File: config.mk
export PLATFORM = sky130hd
export DESIGN_NAME = multdiv_controller
export DESIGN_NICKNAME = d
export VERILOG_FILES = /design/src/rtl/proc_pkg.sv /design/src/rtl/md_decode.sv /design/src/rtl/multdiv_controller.sv
export SDC_FILE = /design/constraint.sdc
export NUM_CORES = 1
export LEC_CHECK = 0
export BUFFER_PORTS_ARGS = -buffer_cell sky130_fd_sc_hd__buf_2
export CORE_MARGIN = 5
export CORE_UTILIZATION = 50
export CTS_BUF_LIST = sky130_fd_sc_hd__clkbuf_4 sky130_fd_sc_hd__clkbuf_8 sky130_fd_sc_hd__clkbuf_16
export CTS_CLUSTER_SIZE = 16
export DETAILED_ROUTE_END_ITERATION = 10
export GPL_TIMING_DRIVEN = 0
export HOLD_SLACK_MARGIN = 0.03
export PLACE_DENSITY_LB_ADDON = 0.05
export RECOVER_POWER = 25
export SYNTH_ARGS = -nofsm -noshare
export SYNTH_HDL_FRONTEND = slang
export SYNTH_SLANG_ARGS = --single-unit
File: constraint.sdc
create_clock -name clock -period 10.9 [get_ports clock]
set_clock_uncertainty 0.15 [all_clocks]
set_input_delay 1.635 -clock clock [delete_from_list [all_inputs] [get_ports clock]]
set_output_delay 1.635 -clock clock [all_outputs]
set_load 0.02 [all_outputs]
File: src/rtl/proc_pkg.sv
`default_nettype none
// ============================================================================
//  Module      : proc_pkg
//  Description : Shared pipeline constants for the mult/div path: opcode and
//                ALU-op encodings, instruction field positions, status
//                register and exception codes, and the controller state enum.
//  Revision    : 1.0 - initial release
// ============================================================================
package proc_pkg;

  // Instruction field slice positions
  localparam int OPCODE_MSB = 31;
  localparam int OPCODE_LSB = 27;
  localparam int RD_MSB     = 26;
  localparam int RD_LSB     = 22;
  localparam int ALUOP_MSB  = 6;
  localparam int ALUOP_LSB  = 2;

  // Encodings
  localparam logic [4:0] OPCODE_RTYPE = 5'b00000;
  localparam logic [4:0] ALUOP_MULT   = 5'b00110;
  localparam logic [4:0] ALUOP_DIV    = 5'b00111;

  // Exception status defaults
  localparam logic [4:0]  RSTATUS_REG_DEF   = 5'd30;
  localparam logic [31:0] MULT_EXC_CODE_DEF = 32'd4;
  localparam logic [31:0] DIV_EXC_CODE_DEF  = 32'd5;

  typedef enum logic [1:0] {
    IDLE  = 2'd0,
    START = 2'd1,
    BUSY  = 2'd2,
    WB    = 2'd3
  } md_state_t;

endpackage
`default_nettype wire

File: src/rtl/md_decode.sv
`default_nettype none
// ============================================================================
//  Module      : md_decode
//  Description : Combinational mult/div recognition for a 32-bit instruction.
//                Shared with the stall logic.
//  Ports       : i_insn   - instruction word
//                o_is_md  - R-type with ALU op mult or div
//                o_is_div - R-type div
//  Revision    : 1.0 - initial release
// ============================================================================
module md_decode
  import proc_pkg::*;
(
  input  logic [31:0] i_insn,
  output logic        o_is_md,
  output logic        o_is_div
);

  logic [4:0] w_opcode;
  logic [4:0] w_aluop;
  logic       w_rtype;
  logic       w_unused_bits;

  assign w_opcode = i_insn[OPCODE_MSB:OPCODE_LSB];
  assign w_aluop  = i_insn[ALUOP_MSB:ALUOP_LSB];
  assign w_rtype  = (w_opcode == OPCODE_RTYPE);

  assign o_is_md  = w_rtype && ((w_aluop == ALUOP_MULT) || (w_aluop == ALUOP_DIV));
  assign o_is_div = w_rtype && (w_aluop == ALUOP_DIV);

  // Remaining fields play no part in recognition.
  assign w_unused_bits = ^{i_insn[RD_MSB:ALUOP_MSB+1], i_insn[ALUOP_LSB-1:0]};

endmodule
`default_nettype wire

File: src/rtl/multdiv_controller.sv
`default_nettype none
// ============================================================================
//  Module      : multdiv_controller
//  Description : Sequences the shared multi-cycle multiply/divide unit.
//                Accepts a mult/div from DX, latches operands, pulses the unit
//                start, waits (with timeout) for the result and then requests
//                the register-file write port.
//  Ports       : clock/reset           - clock, async active-high reset
//                dx_insn/dx_flush      - DX instruction and squash
//                dx_op_a/dx_op_b       - bypassed operands
//                md_ready/md_exception/md_result - unit completion
//                wb_grant              - write-port grant
//                ctrl_mult/ctrl_div    - one-cycle start pulses
//                md_op_a/md_op_b       - held operands
//                busy/inflight_insn    - stall-logic visibility
//                wb_req/wb_rd/wb_data  - write-port request
//  Revision    : 1.0 - initial release
// ============================================================================
module multdiv_controller
  import proc_pkg::*;
#(
  parameter int          TIMEOUT_CYCLES = 40,
  parameter logic [4:0]  RSTATUS_REG    = RSTATUS_REG_DEF,
  parameter logic [31:0] MULT_EXC_CODE  = MULT_EXC_CODE_DEF,
  parameter logic [31:0] DIV_EXC_CODE   = DIV_EXC_CODE_DEF
) (
  input  logic        clock,
  input  logic        reset,
  input  logic [31:0] dx_insn,
  input  logic        dx_flush,
  input  logic [31:0] dx_op_a,
  input  logic [31:0] dx_op_b,
  input  logic        md_ready,
  input  logic        md_exception,
  input  logic [31:0] md_result,
  input  logic        wb_grant,
  output logic        ctrl_mult,
  output logic        ctrl_div,
  output logic [31:0] md_op_a,
  output logic [31:0] md_op_b,
  output logic        busy,
  output logic [31:0] inflight_insn,
  output logic        wb_req,
  output logic [4:0]  wb_rd,
  output logic [31:0] wb_data
);

  localparam int CNT_W = $clog2(TIMEOUT_CYCLES) + 1;
  localparam logic [CNT_W-1:0] CNT_LAST = CNT_W'(TIMEOUT_CYCLES - 1);
  localparam logic [CNT_W-1:0] CNT_MAX  = {CNT_W{1'b1}};

  md_state_t        r_state;
  logic [CNT_W-1:0] r_cnt;
  logic             r_is_div;
  logic             r_ctrl_mult;
  logic             r_ctrl_div;
  logic [31:0]      r_op_a;
  logic [31:0]      r_op_b;
  logic             r_busy;
  logic [31:0]      r_inflight;
  logic             r_wb_req;
  logic [4:0]       r_wb_rd;
  logic [31:0]      r_wb_data;

  logic             w_is_md;
  logic             w_is_div;
  logic [31:0]      w_exc_code;

  md_decode u_decode (
    .i_insn   (dx_insn),
    .o_is_md  (w_is_md),
    .o_is_div (w_is_div)
  );

  assign w_exc_code = r_is_div ? DIV_EXC_CODE : MULT_EXC_CODE;

  always_ff @(posedge clock or posedge reset) begin
    if (reset) begin
      r_state     <= IDLE;
      r_cnt       <= '0;
      r_is_div    <= 1'b0;
      r_ctrl_mult <= 1'b0;
      r_ctrl_div  <= 1'b0;
      r_op_a      <= '0;
      r_op_b      <= '0;
      r_busy      <= 1'b0;
      r_inflight  <= '0;
      r_wb_req    <= 1'b0;
      r_wb_rd     <= '0;
      r_wb_data   <= '0;
    end else begin
      // Start strobes live for the START cycle only.
      r_ctrl_mult <= 1'b0;
      r_ctrl_div  <= 1'b0;
      case (r_state)
        IDLE: begin
          if (w_is_md && !dx_flush) begin
            r_inflight  <= dx_insn;
            r_op_a      <= dx_op_a;
            r_op_b      <= dx_op_b;
            r_is_div    <= w_is_div;
            r_ctrl_mult <= !w_is_div;
            r_ctrl_div  <= w_is_div;
            r_busy      <= 1'b1;
            r_state     <= START;
          end
        end
        START: begin
          // A ready seen here belongs to nothing we issued; ignore it.
          r_cnt   <= '0;
          r_state <= BUSY;
        end
        BUSY: begin
          if (md_ready) begin
            r_wb_req <= 1'b1;
            if (md_exception) begin
              r_wb_rd   <= RSTATUS_REG;
              r_wb_data <= w_exc_code;
            end else begin
              r_wb_rd   <= r_inflight[RD_MSB:RD_LSB];
              r_wb_data <= md_result;
            end
            r_state <= WB;
          end else if (r_cnt == CNT_LAST) begin
            r_wb_req  <= 1'b1;
            r_wb_rd   <= RSTATUS_REG;
            r_wb_data <= w_exc_code;
            r_state   <= WB;
          end else if (r_cnt != CNT_MAX) begin
            r_cnt <= r_cnt + 1'b1;
          end
        end
        WB: begin
          if (wb_grant) begin
            r_wb_req   <= 1'b0;
            r_busy     <= 1'b0;
            r_inflight <= '0;
            r_state    <= IDLE;
          end
        end
        default: r_state <= IDLE;
      endcase
    end
  end

  assign ctrl_mult     = r_ctrl_mult;
  assign ctrl_div      = r_ctrl_div;
  assign md_op_a       = r_op_a;
  assign md_op_b       = r_op_b;
  assign busy          = r_busy;
  assign inflight_insn = r_inflight;
  assign wb_req        = r_wb_req;
  assign wb_rd         = r_wb_rd;
  assign wb_data       = r_wb_data;

endmodule
`default_nettype wire

==> metrics, run 1 <==
status finished, violations left; violated checks capacitance limit, slew limit; Rows 39; top cells by area, synth dfrtp_1 (63%), mux2_2 (11%), a22o_1 (5.4%); Hold Path Stages 1; max-slew violations 48; fin crit share 0.287; Max Buffers Root-to-Sink 2; CTS tree built; Setup Buffers After CTS 0; largest area contributor in the netlist dfrtp_1; Yosys top cell area share 0.633; Mapped Cells just over 400; Post-DRT Antenna Nets 0; Fin Setup TNS 0 ps; max-cap check violation count 1; Final Hold Vio Count 0; GRT Total Usage 0.218; CP arrival 3490 ps; Tmin final 3120 ps; Reg clk slew, reported paths 60 ps; Pleak 4.63 nW; post-cts resize count 0; Die Area 13900 µm²; area growth from synthesis to layout 36.2%; largest net degree at the start of global routing 101; number of enable flip-flop cells after synthesis 0; worst r2r dst wb_data[13]; first-pass GRT wire length 24000 µm; Distinct cells, synth 42; startpoint types primary input; maximum VDD drop about 0.15 mV; Initial Util 0.509; count leader, synth dfrtp_1; reg2reg setup slack 8100 ps; Min-Delay Path Class register to register; Final Setup Violations 0; Hold Buf Count CTS 0; Hold Path Sink wb_data[28]; drt first-iter violations ~220; Cell Area, Synth 5810 µm²; Total Nets Final 837; Max Fclk 0.320 GHz; H-tree Lvls 4; grt total ovfl 0; Yosys warning count 0; worst slew pin tran 2130 ps; worst-case reg-to-reg path depth 5; Worst-Skew Late Latency 410 ps; Hold Crit Start wb_data[28]; PortBufs 270; RSZ-0062 raised after global routing false; Root Buffer clkbuf_16; HPWL after detailed placement 11600 µm; final design utilization 0.693; Yosys reg bits 147; crit path max fanout 100; GP Congestion 0.789; vias in the first global route 4590; Routed Wire Length 14900 µm; hold slack final approximately 320 ps; sequential area share after synthesis 0.633; Pwr Density 203 nW/µm²; WS Path Type primary input to asynchronous set/reset pin; die width between 100 and 150 µm; ant diodes 0; Post-synth ARST share 1.00; CORE AREA about 11000 µm²; Crit path required time 11270 ps; TritonCTS Sinks approximately 150; via/cell ratio just over 5; syn_area_per_cell between 10 and 15 µm²; CP endpoint kind asynchronous set/reset pin; syn_nets about 550; vias post-DR 4340; initial antenna violation count 0; num ports 271; routed len/inst 17.5 µm; Num CTS Buffers 17; Die Y-Extent 118 µm; commonest cells in the netlist dfrtp_1 (147), mux2_2 (57), a22o_1 (36), inv_1 (19), nand2_1 (19); residual DRC count 0; slew margin rel. -0.427; Reg2Reg Launch Point r_cnt[3]; share of cells above drive strength 1 0.533; Initial DRT Pass Iterations 4; top_reg_cell synth dfrtp_1
## worst max-delay path, stage by stage
cell and delay [ps]:
buf_2 100, clkinvlp_2 1210, buf_16 470
## cells in the final DEF (no fill, tap or decap), types with 3 or more instances in the layout
| cell type | Yosys | layout |
|---|---|---|
| clkbuf_16 | 0 | 17 |
| clkbuf_8 | 0 | 4 |
| and2_1 | 8 | 8 |
| inv_1 | 19 | 18 |
| a21oi_1 | 7 | 7 |
| nand3_1 | 3 | 3 |
| nand2_1 | 19 | 19 |
| clkinv_2 | 0 | 4 |
| o21ai_0 | 1 | 3 |
| ha_1 | 6 | 6 |
| dfrtp_1 | 147 | 147 |
| buf_2 | 9 | 277 |
| mux2i_1 | 13 | 13 |
| a22o_1 | 36 | 36 |
| a21o_1 | 12 | 12 |
| a41oi_1 | 4 | 4 |
| o211ai_1 | 3 | 3 |
| clkbuf_1 | 6 | 10 |
| mux2_1 | 11 | 11 |
| o31ai_1 | 3 | 3 |
| nor2_1 | 6 | 6 |
| and4_1 | 8 | 8 |
| clkbuf_4 | 0 | 5 |
| mux2_2 | 57 | 57 |
## layer usage
layer | global-route usage | wire length [µm] | share of wire | vias to the layer above
li1 | - | - | - | 2039
met1 | 0.259 | 5990 | 0.40 | 2088
met2 | 0.359 | 7380 | 0.49 | 187
met3 | 0.0807 | 1180 | 0.079 | 26
met4 | 0.0889 | 381 | 0.026 | 0
met5 | 0 | 0 | 0 | -
## kinds of logic (layout without fill, tap and decap cells)
group / Yosys count / in the layout / synth area share
muxes: 81 / 81 / 0.154
adders and majority gates: 6 / 6 / 0.0129
and+or+nand+nor: 59 / 59 / 0.0625
buffers and inverters: 40 / 342 / 0.0336
AOI/OAI and AO/OA: 74 / 74 / 0.103
DFF: 147 / 147 / 0.633
## registers in the layout, indices dropped and copies added (netlist names)
signal	flops
ctrl_div	1
r_is_div	1
ctrl_mult	1
wb_data	32
md_op_a	32
inflight_insn	32
md_op_b	32
r_cnt	7
wb_rd	5
r_state	2
busy	1
wb_req	1
## stage by stage
stage | instances | total power [W] | worst slack [ps] | instance area (µm²)
floorplan | 407 | 0.000923 | 5160 | 5810
detailed placement | 821 | 0.00108 | 7360 | 7370
finish | 852 | 0.00161 | 7780 | 7910
CTS | 852 | 0.00163 | 7810 | 7940
global route | 852 | 0.00169 | 7420 | 7910
global placement | 820 | 0.00106 | 3690 | 7340
## power by group
group	internal, W	leakage [nW]	switching [W]
combinational	0.000152	2.34	0.000248
clock	0.000348	0.291	0.000204
sequential	0.000618	2.00	0.0000404
## final cells by class
type | count | area, µm²
Inverter | 19 | 72.6
Timing Repair Buffer | 271 | 1380
Buffer | 21 | 111
Clock inverter | 5 | 50.0
Multi-Input combinational cell | 220 | 1920
Tap cell | 143 | 179
Clock buffer | 26 | 518
Sequential cell | 147 | 3680
Fill cell | 860 | 3510
## worst max-delay path by stage
stage | from | to | slack (ps) | cells after the start
floorplan | reset | busy | 5160 | 1
global placement | reset | wb_data[17] | 3690 | 2
detailed placement | dx_insn[28] | inflight_insn[28] | 7360 | 6
CTS | dx_insn[28] | inflight_insn[7] | 7810 | 6
global route | reset | md_op_b[0] | 7420 | 3
finish | reset | md_op_b[7] | 7780 | 3
(Power assumes the default switching activity.)
==> run 2: changes to the inputs <==
Settings changed: CORE_UTILIZATION 50 to 42.
Clock period 10.9 ns to 2.7 ns, I/O delays scaled along.
==> run 2 against run 1 <==
The run still ends with capacitance limit, slew limit left. Via count rose by 0.39%. Sequential power rose to 4.0 times the previous value. Wire length rose by 2.9%. Die area rose by 17%. Clock-buffer cell count fell by 8. Sequential cell count did not move. Global-route usage fell by 2.7 points. First-iteration DRC count fell by 1.8%. Total power rose to 4.3 times the previous value. Design area rose by 1.5%. Critical path type is now register to register. Largest cell class unchanged. Highest routed layer unchanged.
==> metrics, run 2 (synthesized netlist as in run 1, its figures left out) <==
Pleak 4.37 nW (was 4.63 nW); CTS tree built (unchanged); Worst-Skew Late Latency 410 ps (about the same); status finished, violations left (unchanged); H-tree Lvls 4 (unchanged); Setup Buffers After CTS 0 (unchanged); area growth from synthesis to layout 38.2% (was 36.2%); vias post-DR 4357 (was 4340); num ports 271 (unchanged); first-pass GRT wire length 24400 µm (was 24000 µm); residual DRC count 0 (unchanged); startpoint types register (was primary input); violated checks capacitance limit, slew limit (unchanged); grt total ovfl 0 (unchanged); slew margin rel. -0.0165 (was -0.427); max-slew violations 30 (was 48); Final Setup Violations 0 (unchanged); Total Power 0.00690 W (was 0.00161 W); GRT Total Usage 0.191 (was 0.218); Die Area 16300 µm² (was 13900 µm²); CP arrival 2350 ps (was 3490 ps); HPWL after detailed placement 12000 µm (was 11600 µm); PortBufs 270 (unchanged); Max Fclk about 0.45 GHz; uppermost routed layer met4 (unchanged); Post-DRT Antenna Nets 0 (unchanged); routed len/inst 17.2 µm (was 17.5 µm); met3 routed WL 1300 µm (was 1180 µm); die width 128 µm (was 118 µm); post-cts resize count 0 (unchanged); Die Y-Extent 128 µm (was 118 µm); Min-Delay Path Class primary input to register (was register to register); Tmin final 2200 ps; leading cell type in the layout, fill and taps excluded buf_2 (unchanged); most frequent cells in the layout buf_2 (200), dfrtp_1 (147), clkbuf_1 (85), mux2_2 (57), a22o_1 (36) (was buf_2 (277), dfrtp_1 (147), mux2_2 (57), a22o_1 (36), nand2_1 (19)); Num CTS Buffers 17 (unchanged); share of cells above drive strength 1 0.430 (was 0.533); Hold Crit Start dx_insn[2] (was wb_data[28]); Initial DRT Pass Iterations 4 (unchanged); Final Hold Vio Count 0 (unchanged); Root Buffer clkbuf_16 (unchanged); Rows 43 (was 39); Pwr Density 859 nW/µm² (was 203 nW/µm²); drt first-iter violations 217 (was 221); ant diodes 0 (unchanged); Fin Setup TNS 0 ps (unchanged); vias in the first global route 4630 (was 4590); fin crit share 0.816; Reg2Reg Launch Point r_state[0] (was r_cnt[3]); TritonCTS Sinks 147 (unchanged); wl on met1 6260 µm (was 5990 µm); CP endpoint kind register (was asynchronous set/reset pin); number of filler cells placed in the layout 1233 (was 860); Max Buffers Root-to-Sink 2 (unchanged); Crit. Startpoint r_state[0] (was reset); Crit path required time 2840 ps (was 11270 ps); CORE AREA 13700 µm² (was 11400 µm²); final design utilization 0.585 (was 0.693); RSZ-0062 raised after global routing false (unchanged); WS Path Type register to register (was primary input to asynchronous set/reset pin); Routed Wire Length 15400 µm (was 14900 µm); worst slew pin tran 1520 ps (was 2130 ps); via/cell ratio 4.88 (was 5.09); Total Nets Final 840 (was 837); GP Congestion 0.808 (was 0.789); DR WL met2 7530 µm (was 7380 µm); Reg clk slew, reported paths 60 ps (about the same); initial antenna violation count 0 (unchanged); max-cap check violation count 1 (unchanged); Initial Util 0.423 (was 0.509); maximum VDD drop 0.357 mV (was 0.149 mV); crit path max fanout 10 (was 100); largest net degree at the start of global routing 44 (was 101)
[run 2: cell count changes in the layout (fill, tap and decap cells not counted), moves of 3 or more]
cell       delta
buf_12        +3
clkbuf_8      -3
bufinv_16     +5
clkbuf_1     +75
buf_2        -77
clkbuf_4      -5
[run 2: repair_timing]
action                                  4_1_cts  5_1_grt
hold buffers                                  1        0
endpoints found under the hold margin        29        0
endpoints found under the setup margin        0        0
[run 2: path summary, 6_finish.rpt]
| check | endpoint | slack [ps] | cells after the start |
|---|---|---|---|
| max | md_op_b[9] | 500 | 5 |
| min | ctrl_mult | 50 | 2 |
| max reg2reg | md_op_b[9] | 500 | 5 |
| min reg2reg | wb_data[30] | 320 | 1 |
| max in group asynchronous | md_op_b[19] | 860 | 4 |
| min in group asynchronous | md_op_a[16] | 720 | 3 |
[run 2: metal layers]
layer / vias to the layer above / track usage
li1: 2052 / -
met1: 2097 / 0.235
met2: 188 / 0.317
met3: 20 / 0.0627
met4: 0 / 0.0668
met5: - / 0
[run 2: final cells by class]
class	instances	area [µm²]	area share
Clock inverter	13	231	0.0288
Sequential cell	147	3680	0.458
Timing Repair Buffer	274	1320	0.165
Tap cell	180	225	0.0281
Clock buffer	18	439	0.0547
Inverter	19	72.6	0.00904
Multi-Input combinational cell	220	1930	0.241
Buffer	21	124	0.0154
[run 2: power by group]
group          internal, W  switching, W  total, W
logic             0.000580       0.00101   0.00159
registers          0.00249      0.000160   0.00265
clock network      0.00175      0.000900   0.00265
[run 2: critical path, stage by stage (launching register included)]
cell and delay (ps):
dfrtp_1 410, inv_1 120, ha_1 300, nand4_2 390, buf_2 370, mux2_1 340
[run 2: stage by stage]
step / worst slack [ps] / hold slack [ps] / instances / instance area [µm²]
floorplan: 298 / 295 / 407 / 5810
global placement: -581 / 307 / 857 / 7390
detailed placement: 359 / 311 / 860 / 7450
CTS: 410 / 33.5 / 892 / 8130
global route: 355 / 33.2 / 892 / 8030
finish: 496 / 50.4 / 892 / 8030
==> run 3: changes to the inputs <==
Clock period 2.7 ns to 2 ns, I/O delays scaled along.
==> run 3 against run 2 <==
The run ends with setup timing left. Global-route usage rose by 2.4 points. Hold slack better by 18 ps. Via count grew 11%. Die area stayed put. Wire length is 12% higher. Sequential power is 36% higher. Highest routed layer unchanged.
==> metrics, run 3 (synthesized netlist as in run 1, its figures left out) <==
status finished, violations left (unchanged); violated checks setup timing (was capacitance limit, slew limit); startpoint types register (unchanged); Max Fclk 0.495 GHz (was 0.454 GHz); CP endpoint kind register (unchanged); initial antenna violation count 0 (unchanged); Rows 43 (unchanged); Die Area 16300 µm² (unchanged); Final Setup Violations 1 (was 0); die width 128 µm (unchanged); residual DRC count 0 (unchanged); Crit path required time 2150 ps (was 2840 ps); WS Path Type register to register (unchanged); Final Worst Setup Slack -19.0 ps (was 496 ps); routed len/inst 17.1 µm (was 17.2 µm); worst slew pin tran 750 ps (was 1520 ps); Pwr Density 1050 nW/µm² (was 859 nW/µm²); HPWL after detailed placement 12000 µm (unchanged); Tmin final 2020 ps (was 2200 ps); Root Buffer clkbuf_16 (unchanged); Min-Delay Path Class primary input to register (unchanged); Total Nets Final 958 (was 840); Final Non-Filler Cells 1011 (was 892); most frequent cells in the layout buf_2 (198), dfrtp_1 (146), dlygate4sd3_1 (112), clkbuf_1 (81), mux2_2 (57) (was buf_2 (200), dfrtp_1 (147), clkbuf_1 (85), mux2_2 (57), a22o_1 (36)); Initial DRT Pass Iterations 4 (unchanged); grt total ovfl 0 (unchanged); fin crit share 1.01 (was 0.816); Post-DRT Antenna Nets 0 (unchanged); TritonCTS Sinks 147 (unchanged); Final Hold Vio Count 0 (unchanged); drt first-iter violations 221 (was 217); vias post-DR 4833 (was 4357); GRT Total Usage 0.215 (was 0.191); Pleak 4.89 nW (was 4.37 nW); max-cap check violation count 0 (was 1); slew margin rel. 0.499 (was -0.0165); CP arrival 2170 ps (was 2350 ps); H-tree Lvls 4 (unchanged); GP Congestion 0.808 (unchanged); Reg clk slew, reported paths 60 ps (about the same); PortBufs 270 (unchanged); CORE AREA 13700 µm² (unchanged); via/cell ratio 4.78 (was 4.88); vias in the first global route 5325 (was 4630); num ports 271 (unchanged); number of filler cells placed in the layout 1082 (was 1233); largest net degree at the start of global routing 44 (unchanged); Routed Wire Length 17300 µm (was 15400 µm); Worst-Skew Late Latency 410 ps (about the same); leading cell type in the layout, fill and taps excluded buf_2 (unchanged); Num CTS Buffers 17 (unchanged); Die Y-Extent 128 µm (unchanged); Initial Util 0.423 (unchanged); area of the multi-input gates 2010 µm² (was 1930 µm²); share of cells above drive strength 1 0.394 (was 0.430); Max Buffers Root-to-Sink 2 (unchanged); area growth from synthesis to layout 59.8% (was 38.2%); first-pass GRT wire length 27500 µm (was 24400 µm); maximum VDD drop 0.522 mV (was 0.357 mV); CTS tree built (unchanged); FF+latch area 3680 µm² (about the same); DP Worst Slack -277 ps (was 359 ps); RSZ-0062 raised after global routing true (was false); crit path max fanout 3 (was 10); placed cell count 860 (unchanged); max-slew violations 0 (was 30)
run 3: critical path, cell delays in order (launching register included):
cell and delay (ps):
dfrtp_1 380, or4b_4 580, o21a_1 220, a211oi_2 250, mux2_4 330
run 3: worst paths after layout:
kind	startpoint	endpoint	slack (ps)	cells past startpoint
max in group asynchronous	reset	inflight_insn[18]	630	4
min in group asynchronous	reset	md_op_a[16]	420	3
max	r_cnt[4]	r_state[1]	-20	4
max reg2reg	r_cnt[4]	r_state[1]	-20	4
min reg2reg	wb_data[30]	wb_data[30]	320	1
min	md_result[2]	wb_data[2]	70	3
run 3: through the flow:
stage | total power (W) | hold slack, ps | cell area [µm²] | TNS, ps | util
after floorplan | 0.00503 | 237 | 5810 | -43660 | -
after global placement | 0.00579 | 307 | 7390 | -181100 | 0.539
after detailed placement | 0.00587 | 311 | 7450 | -16230 | 0.543
after CTS | 0.00969 | 45.7 | 9310 | -41.9 | 0.679
after global routing | 0.0102 | 52.0 | 9280 | -80.0 | 0.677
final | 0.00970 | 68.7 | 9280 | -19.0 | 0.677
run 3: power breakdown:
part           internal, W  total (W)  leakage [nW]  switching, W
Sequential         0.00337    0.00360          2.00      0.000230
Clock              0.00237    0.00359         0.322       0.00122
Combinational      0.00104    0.00252          2.56       0.00148
Total              0.00678    0.00970          4.89       0.00293
run 3: area by class of cell:
class | instances | share of cell area
multi-input cells | 220 | 0.216
flip-flops and latches | 147 | 0.396
inverters | 19 | 0.00809
clock inverters | 13 | 0.0249
clock buffers | 18 | 0.0473
diodes | 1 | 0.000270
repair buffers | 392 | 0.268
plain buffers | 21 | 0.0146
well taps | 180 | 0.0243
run 3: repair_timing:
item | CTS | global route
hold buffers | 112 | 0
setup endpoints to repair | 118 | 60
gates resized for setup | 8 | 16
hold endpoints to repair | 142 | 0
pin swaps | 4 | 3
setup buffers | 5 | 2
run 3: metal layers:
layer  track usage  up-vias  share of wire
li1              -     2296              -
met3        0.0502       33          0.064
met1         0.256     2324           0.40
met5             0        -              0
met2         0.373      180           0.50
met4        0.0943        0          0.027
